## src/rtl/dvi_encoder_top.sv

```systemverilog
// Two-stage DVI 1.0 TMDS encoder: 24-bit RGB plus sync/de in, three 10-bit symbols plus the clock pattern out.
// Optional macro DVI_CTL_EN adds ctl[3:0] to carry C0/C1 on the green and red channels.
module dvi_encoder_top #(
   parameter logic [9:0] CLK_PATTERN = 10'b0000011111
) (
   input  logic       pclk,
   input  logic       rstin,
   input  logic [7:0] blue_din,
   input  logic [7:0] green_din,
   input  logic [7:0] red_din,
   input  logic       hsync,
   input  logic       vsync,
   input  logic       de,
`ifdef DVI_CTL_EN
   input  logic [3:0] ctl,
`endif
   output logic [9:0] tmds_blue,
   output logic [9:0] tmds_green,
   output logic [9:0] tmds_red,
   output logic [9:0] tmds_clk
);

   localparam logic [9:0] TOKEN_00 = 10'b1101010100;
   localparam logic [9:0] TOKEN_01 = 10'b0010101011;
   localparam logic [9:0] TOKEN_10 = 10'b0101010100;
   localparam logic [9:0] TOKEN_11 = 10'b1010101011;

   function automatic logic [3:0] countOnes(input logic [7:0] d);
      logic [3:0] n;
      n = 4'd0;
      for (int i = 0; i < 8; i++) n = n + {3'b000, d[i]};
      return n;
   endfunction

   function automatic logic [8:0] minimiseTransitions(input logic [7:0] d);
      logic [3:0] n1;
      logic       useXnor;
      logic [8:0] qm;
      n1      = countOnes(d);
      useXnor = (n1 > 4'd4) || (n1 == 4'd4 && !d[0]);
      qm      = '0;
      qm[0]   = d[0];
      for (int i = 1; i < 8; i++)
         qm[i] = useXnor ? ~(qm[i-1] ^ d[i]) : (qm[i-1] ^ d[i]);
      qm[8]   = ~useXnor;
      return qm;
   endfunction

   // Returns {next disparity, symbol}; disparity math is done one bit wider to avoid wrap.
   function automatic logic [14:0] tmdsEncode(input logic [8:0] qm, input logic signed [4:0] cnt);
      logic [3:0]        n1;
      logic signed [5:0] diff;
      logic signed [5:0] cntWide;
      logic signed [5:0] cntNext;
      logic [9:0]        sym;
      n1      = countOnes(qm[7:0]);
      diff    = $signed({1'b0, n1, 1'b0}) - 6'sd8;
      cntWide = {cnt[4], cnt};
      if (cnt == 5'sd0 || diff == 6'sd0) begin
         sym     = {~qm[8], qm[8], qm[8] ? qm[7:0] : ~qm[7:0]};
         cntNext = qm[8] ? cntWide + diff : cntWide - diff;
      end else if ((cnt > 5'sd0 && diff > 6'sd0) || (cnt < 5'sd0 && diff < 6'sd0)) begin
         sym     = {1'b1, qm[8], ~qm[7:0]};
         cntNext = cntWide + (qm[8] ? 6'sd2 : 6'sd0) - diff;
      end else begin
         sym     = {1'b0, qm[8], qm[7:0]};
         cntNext = cntWide - (qm[8] ? 6'sd0 : 6'sd2) + diff;
      end
      return {cntNext[4:0], sym};
   endfunction

   function automatic logic [9:0] controlToken(input logic [1:0] c);
      case (c)
         2'b01:   return TOKEN_01;
         2'b10:   return TOKEN_10;
         2'b11:   return TOKEN_11;
         default: return TOKEN_00;
      endcase
   endfunction

   logic [7:0]        pixel [3];
   logic [1:0]        ctlIn [3];
   logic [8:0]        qm_d [3];
   logic [8:0]        qm_q [3];
   logic [1:0]        ctl_q [3];
   logic              de_q;
   logic [9:0]        sym_d [3];
   logic [9:0]        sym_q [3];
   logic signed [4:0] cnt_d [3];
   logic signed [4:0] cnt_q [3];

   assign pixel[0] = blue_din;
   assign pixel[1] = green_din;
   assign pixel[2] = red_din;
   assign ctlIn[0] = {vsync, hsync};
`ifdef DVI_CTL_EN
   assign ctlIn[1] = ctl[1:0];
   assign ctlIn[2] = ctl[3:2];
`else
   assign ctlIn[1] = 2'b00;
   assign ctlIn[2] = 2'b00;
`endif

   always_comb begin
      for (int ch = 0; ch < 3; ch++) qm_d[ch] = minimiseTransitions(pixel[ch]);
   end

   always_ff @(posedge pclk) begin
      if (rstin) begin
         de_q <= 1'b0;
         for (int ch = 0; ch < 3; ch++) begin
            qm_q[ch]  <= '0;
            ctl_q[ch] <= 2'b00;
         end
      end else begin
         de_q <= de;
         for (int ch = 0; ch < 3; ch++) begin
            qm_q[ch]  <= qm_d[ch];
            ctl_q[ch] <= ctlIn[ch];
         end
      end
   end

   // Control periods clear each channel's running disparity so data restarts balanced.
   always_comb begin
      for (int ch = 0; ch < 3; ch++) begin
         sym_d[ch] = controlToken(ctl_q[ch]);
         cnt_d[ch] = 5'sd0;
         if (de_q) {cnt_d[ch], sym_d[ch]} = tmdsEncode(qm_q[ch], cnt_q[ch]);
      end
   end

   always_ff @(posedge pclk) begin
      if (rstin) begin
         for (int ch = 0; ch < 3; ch++) begin
            sym_q[ch] <= TOKEN_00;
            cnt_q[ch] <= 5'sd0;
         end
      end else begin
         for (int ch = 0; ch < 3; ch++) begin
            sym_q[ch] <= sym_d[ch];
            cnt_q[ch] <= cnt_d[ch];
         end
      end
   end

   assign tmds_blue  = sym_q[0];
   assign tmds_green = sym_q[1];
   assign tmds_red   = sym_q[2];
   assign tmds_clk   = CLK_PATTERN;

endmodule

```

## config.mk

```make
export PLATFORM = sky130hd
export DESIGN_NAME = dvi_encoder_top
export DESIGN_NICKNAME = d
export VERILOG_FILES = /design/src/rtl/dvi_encoder_top.sv
export SDC_FILE = /design/constraint.sdc
export NUM_CORES = 1
export LEC_CHECK = 0
export BUFFER_PORTS_ARGS = -buffer_cell sky130_fd_sc_hd__buf_4
export CAP_MARGIN = 20
export CORE_MARGIN = 4
export CORE_UTILIZATION = 40
export DETAILED_ROUTE_END_ITERATION = 10
export PLACE_DENSITY = 0.69
export SLEW_MARGIN = 15
export SYNTH_ARGS = -nofsm -noshare
export SYNTH_HDL_FRONTEND = slang
export SYNTH_SLANG_ARGS = --single-unit
```

## constraint.sdc

```tcl
create_clock -name pclk -period 6.1 [get_ports pclk]
set_input_delay 0.915 -clock pclk [delete_from_list [all_inputs] [get_ports pclk]]
set_output_delay 0.915 -clock pclk [all_outputs]
set_load 0.01 [all_outputs]
```

# --- Word-level counts from Yosys, hierarchy flattened ---
# Memories as Yosys holds them, arrays and structs flattened.
# Cells that the tools add are included.
op_classes:
  add_sub_neg: 63
  n_mul: 0
  div: 0
  order_cmp: 15
  n_eq_ne: 12
  shift: 0
  n_mux: 69
  bitwise_logic: 63
  reduce_logical: 27
ops:
  columns: ["operator", "n"]
  rows:
  - ["$mux W10", 12]
  - ["$add A4 B1 Y4", 24]
  - ["$pmux W10 S3", 3]
  - ["$mux W5", 15]
  - ["$add A5 B5 Y5", 6]
  - ["$sub A5 B5 Y5", 6]
  - ["$mux W9", 3]
  - ["$not A1 Y1", 27]
  - ["$add A3 B1 Y4", 6]
  - ["$mux W1", 24]
  - ["$mux W8", 3]
  - ["$not A8 Y8", 3]
  - ["$xor A1 B1 Y1", 21]
  - ["$add A2 B1 Y3", 6]
  - ["$gt A6 B1 Y1 const B", 3]
  - ["$logic_not A6 Y1", 3]
  - ["$lt A6 B1 Y1 const B", 3]
  - ["$mux W2", 9]
  - ["$sub A5 B4 Y6 const B", 3]
  - ["$add A5 B3 Y5", 3]
  - ["$gt A5 B1 Y1 const B", 3]
  - ["$logic_not A5 Y1", 3]
  - ["$lt A5 B1 Y1 const B", 3]
  - ["$sub A5 B3 Y5", 3]
  - ["9 further kinds", 54]
word_totals:
  reg_bits: 1
  latchBits: 0
  ram_bits: 78
  rom_bits: 0
  input_bits: 29
  output_inout_bits: 40
  word_cells: 254
  memories: 4
mem_list:
  columns: ["name", "words", "width", "read_ports", "rd_clocked_by_memory_dff", "write_ports", "line", "source"]
  rows:
  - ["sym_q", 3, 10, 3, 0, 3, "88", "logic [9:0] sym_q [3];"]
  - ["qm_q", 3, 9, 3, 0, 3, "84", "logic [8:0] qm_q [3];"]
  - ["cnt_q", 3, 5, 3, 0, 3, "90", "logic signed [4:0] cnt_q [3];"]
  - ["ctl_q", 3, 2, 3, 0, 3, "85", "logic [1:0] ctl_q [3];"]

# --- Longest topological paths before layout ---
depth:
  word_depth: 30
  depth_mapped: 17
  ltp_nobuf: 17

# --- Least setup slack after synthesis ---
# Ideal clock, no wire load.
synth_path:
  path_kind: "reg2reg"
  startpoint: "memory qm_q[2][0] (netlist: qm_q[0][18])"
  endpoint: "memory cnt_q[2][4] (netlist: cnt_q[0][14])"
  t_arrival_ps: 4270
  slack_ps: 1744
  path_stages_with_launch: 18
  n_path_buf: 0
  synth_period_minus_slack_ps: 4356
  path_cell_list: "dfxtp_1 > fa_1 > inv_1 > fa_1 > fa_1 > inv_1 > ha_1 > inv_1 > fa_1 > ha_1 > nor2_1 > a21oi_1 > ha_1 > a21o_1 > a21oi_1 > xnor3_1 > mux2i_1 > a211oi_1"
synth_lines:
  columns: ["element", "line"]
  rows:
  - ["start, declared", "84"]
  - ["end, declared", "90"]

==> summary.md <==
| Metric | Value |
|---|---|
| CP arrival | `4.82 ns` |
| Hpwl dp | `9150 µm` |
| Critical Path End Type | `flop` |
| Final WL | `approximately 11000 µm` |
| Min-Delay Path Class | `reg2reg` |
| Netlist Area Pre-Place | `0.00579 mm²` |
| Area share of the largest cell type after synthesis | `0.249` |
| Primary FF master, synth | `dfxtp_1` |
| Tcrit/Tclk final | `0.754` |
| Antenna Nets Post-Route | `0` |
| Fillers | `1299` |
| Clock Latency Late Sink | `roughly 0.33 ns` |
| Placer Congestion | `0.824` |
| Clk root buf | `clkbuf_16` |
| CTS tree | `yes` |
| Multi-input logic area | `about 0.0038 mm²` |
| Worst-path clk slew | `~0.060 ns` |
| Hold Violations, Final | `0` |
| Largest net degree at the start of global routing | `37` |
| Num Clock Sinks | `72` |
| # rows | `43` |
| Die area | `roughly 0.016 mm²` |
| Port-buffer cells | `58` |
| Ant diodes | `0` |
| Slew Viols, Final | `0` |
| Min Tclk post-route | `4.60 ns` |
| Share of layout cells above drive strength 1 | `0.155` |
| Post-layout net count | `roughly 790` |
| Drt drc | `0` |
| # hold bufs at CTS | `0` |
| Syn_area_per_cell | `between 9 and 10 µm²` |
| Register area | `0.00144 mm²` |
| Most frequent cell after synthesis | `inv_1` |
| Largest area contributor in the netlist | `dfxtp_1` |
| Final Setup Violations | `0` |
| Area contributors post-synth | `dfxtp_1 (25%), ha_1 (14%), fa_1 (13%)` |
| Worst-margin pin slew | `0.753 ns` |
| Post_cts resized | `0` |
| CTS H-Tree Depth | `3` |
| RSZ-0062 raised after global routing | `no` |
| Max FO, Critical Path | `5` |
| Area delta synth->final | `14.8%` |
| IO Count | `69` |
| Core box area | `roughly 0.014 mm²` |
| Setup TNS | `0 ns` |
| Number of global-route vias before repair | `about 4.2k` |
| DRT iter0 DRCs | `156` |
| Global route total overflow | `0` |
| Seq/Total Area, Yosys | `0.249` |
| Asr flop ratio synth | `0` |
| Initial antenna violation count | `0` |
| Via count | `approximately 4.0k` |
| Synthesized instance count | `598` |
| Critical path type | `reg2reg` |
| Worst setup margin | `1.50 ns` |
| Initial Util | `0.412` |
| Post-synth EDFFs | `0` |
| Status | `finished clean` |
| Max cap viols | `0` |
| Total GRT Usage | `0.139` |
| Data required, critical path | `between 6 and 7 ns` |
| Wirelength per Cell | `about 13 µm` |
| Total setup buffers inserted after CTS | `0` |
| Synthesized flop and latch total | `72` |
| FMAX | `approximately 0.22 GHz` |
| Drt via density | `4.71` |
| Crit path launch type | `flop` |
| Initial DRT Pass Iterations | `4` |
| Clk_skew | `0.00551 ns` |
| Maximum clock insertion buffer count | `2` |
| Die Ht | `128 µm` |
| First-pass GRT wire length | `around 19000 µm` |
| CTS Buf Count | `9` |
| Number of library cell types mapped by synthesis | `56` |
| Dpl ws | `between 1 and 1.5 ns` |
| Die W | `roughly 130 µm` |
| Slew margin rel. | `0.498` |
| Synth cell count leaders | `inv_1 (104), dfxtp_1 (72), ha_1 (67)` |
| Syn. warnings | `0` |
kinds of logic (layout without fill, tap and decap cells):
logic type	after synthesis	after routing	synth area share
buffers and inverters	127	180	0.0949
adders and majority gates	106	106	0.280
and+or+nand+nor	99	99	0.0830
xor gates and xnor gates	96	96	0.163
AOI/OAI and AO/OA	88	88	0.113
DFF	72	72	0.249
muxes	8	8	0.0160
other	2	10	0.00130
worst paths after layout:
| path | start | endpoint | slack, ns | depth (start not counted) |
|---|---|---|---|---|
| hold / removal | qm_q[0][22] | sym_q[0][24] | 0.50 | 2 |
| setup reg to reg | qm_q[0][9] | cnt_q[0][9] | 1.50 | 17 |
| setup / recovery | qm_q[0][9] | cnt_q[0][9] | 1.50 | 17 |
| hold reg to reg | qm_q[0][22] | sym_q[0][24] | 0.50 | 2 |
flip-flops by register name, indices dropped and copies added, names as in the netlist:
name / flops
sym_q: 30
qm_q: 27
cnt_q: 12
ctl_q: 2
de_q: 1
layer usage:
metal / share of wire / up-vias / global-route usage
met4: 0.024 / 0 / 0.0518
met5: 0 / - / 0
met3: 0.045 / 22 / 0.0300
li1: - / 1980 / -
met1: 0.44 / 1864 / 0.170
met2: 0.49 / 89 / 0.240
placed cells by master, fill, tap and decap left out, types with 10 or more instances in the layout:
| cell | netlist | final |
|---|---|---|
| a21o_1 | 17 | 17 |
| a21oi_1 | 20 | 20 |
| buf_4 | 11 | 59 |
| conb_1 | 2 | 10 |
| dfxtp_1 | 72 | 72 |
| fa_1 | 39 | 39 |
| ha_1 | 67 | 67 |
| inv_1 | 104 | 104 |
| nand2_1 | 24 | 24 |
| nor2_1 | 42 | 42 |
| o21ai_0 | 14 | 14 |
| xnor2_1 | 60 | 60 |
| xor2_1 | 25 | 25 |
area by class of cell:
class / count / area share
clock buffer: 10 / 0.0360
clock inverter: 6 / 0.0111
inverter: 105 / 0.0593
multi-input combinational: 407 / 0.576
sequential: 72 / 0.217
tap: 180 / 0.0339
timing repair buffer: 59 / 0.0667
stage by stage:
stage / cells / utilization / hold WS, ns / cell area [µm²]
floorplan: 606 / - / 0.465 / 5820
global placement: 823 / 0.451 / 0.496 / 6330
detailed placement: 823 / 0.451 / 0.497 / 6330
CTS: 839 / 0.473 / 0.510 / 6640
global route: 839 / 0.473 / 0.528 / 6640
finish: 839 / 0.473 / 0.503 / 6640
critical path, stage by stage (launching register included):
cell	delay [ns]
dfxtp_1	0.34
fa_1	0.55
inv_1	0.06
fa_1	0.51
fa_1	0.54
inv_1	0.04
ha_1	0.20
inv_1	0.07
fa_1	0.48
ha_1	0.31
nand2_1	0.06
o21ai_0	0.18
ha_1	0.33
a21o_1	0.15
a21oi_1	0.16
xnor3_1	0.24
o221ai_1	0.20
a211oi_1	0.07
Power is left out: the tool's default activity adds up to more than one toggle a clock period on the data nets, which glitch-free logic cannot reach.
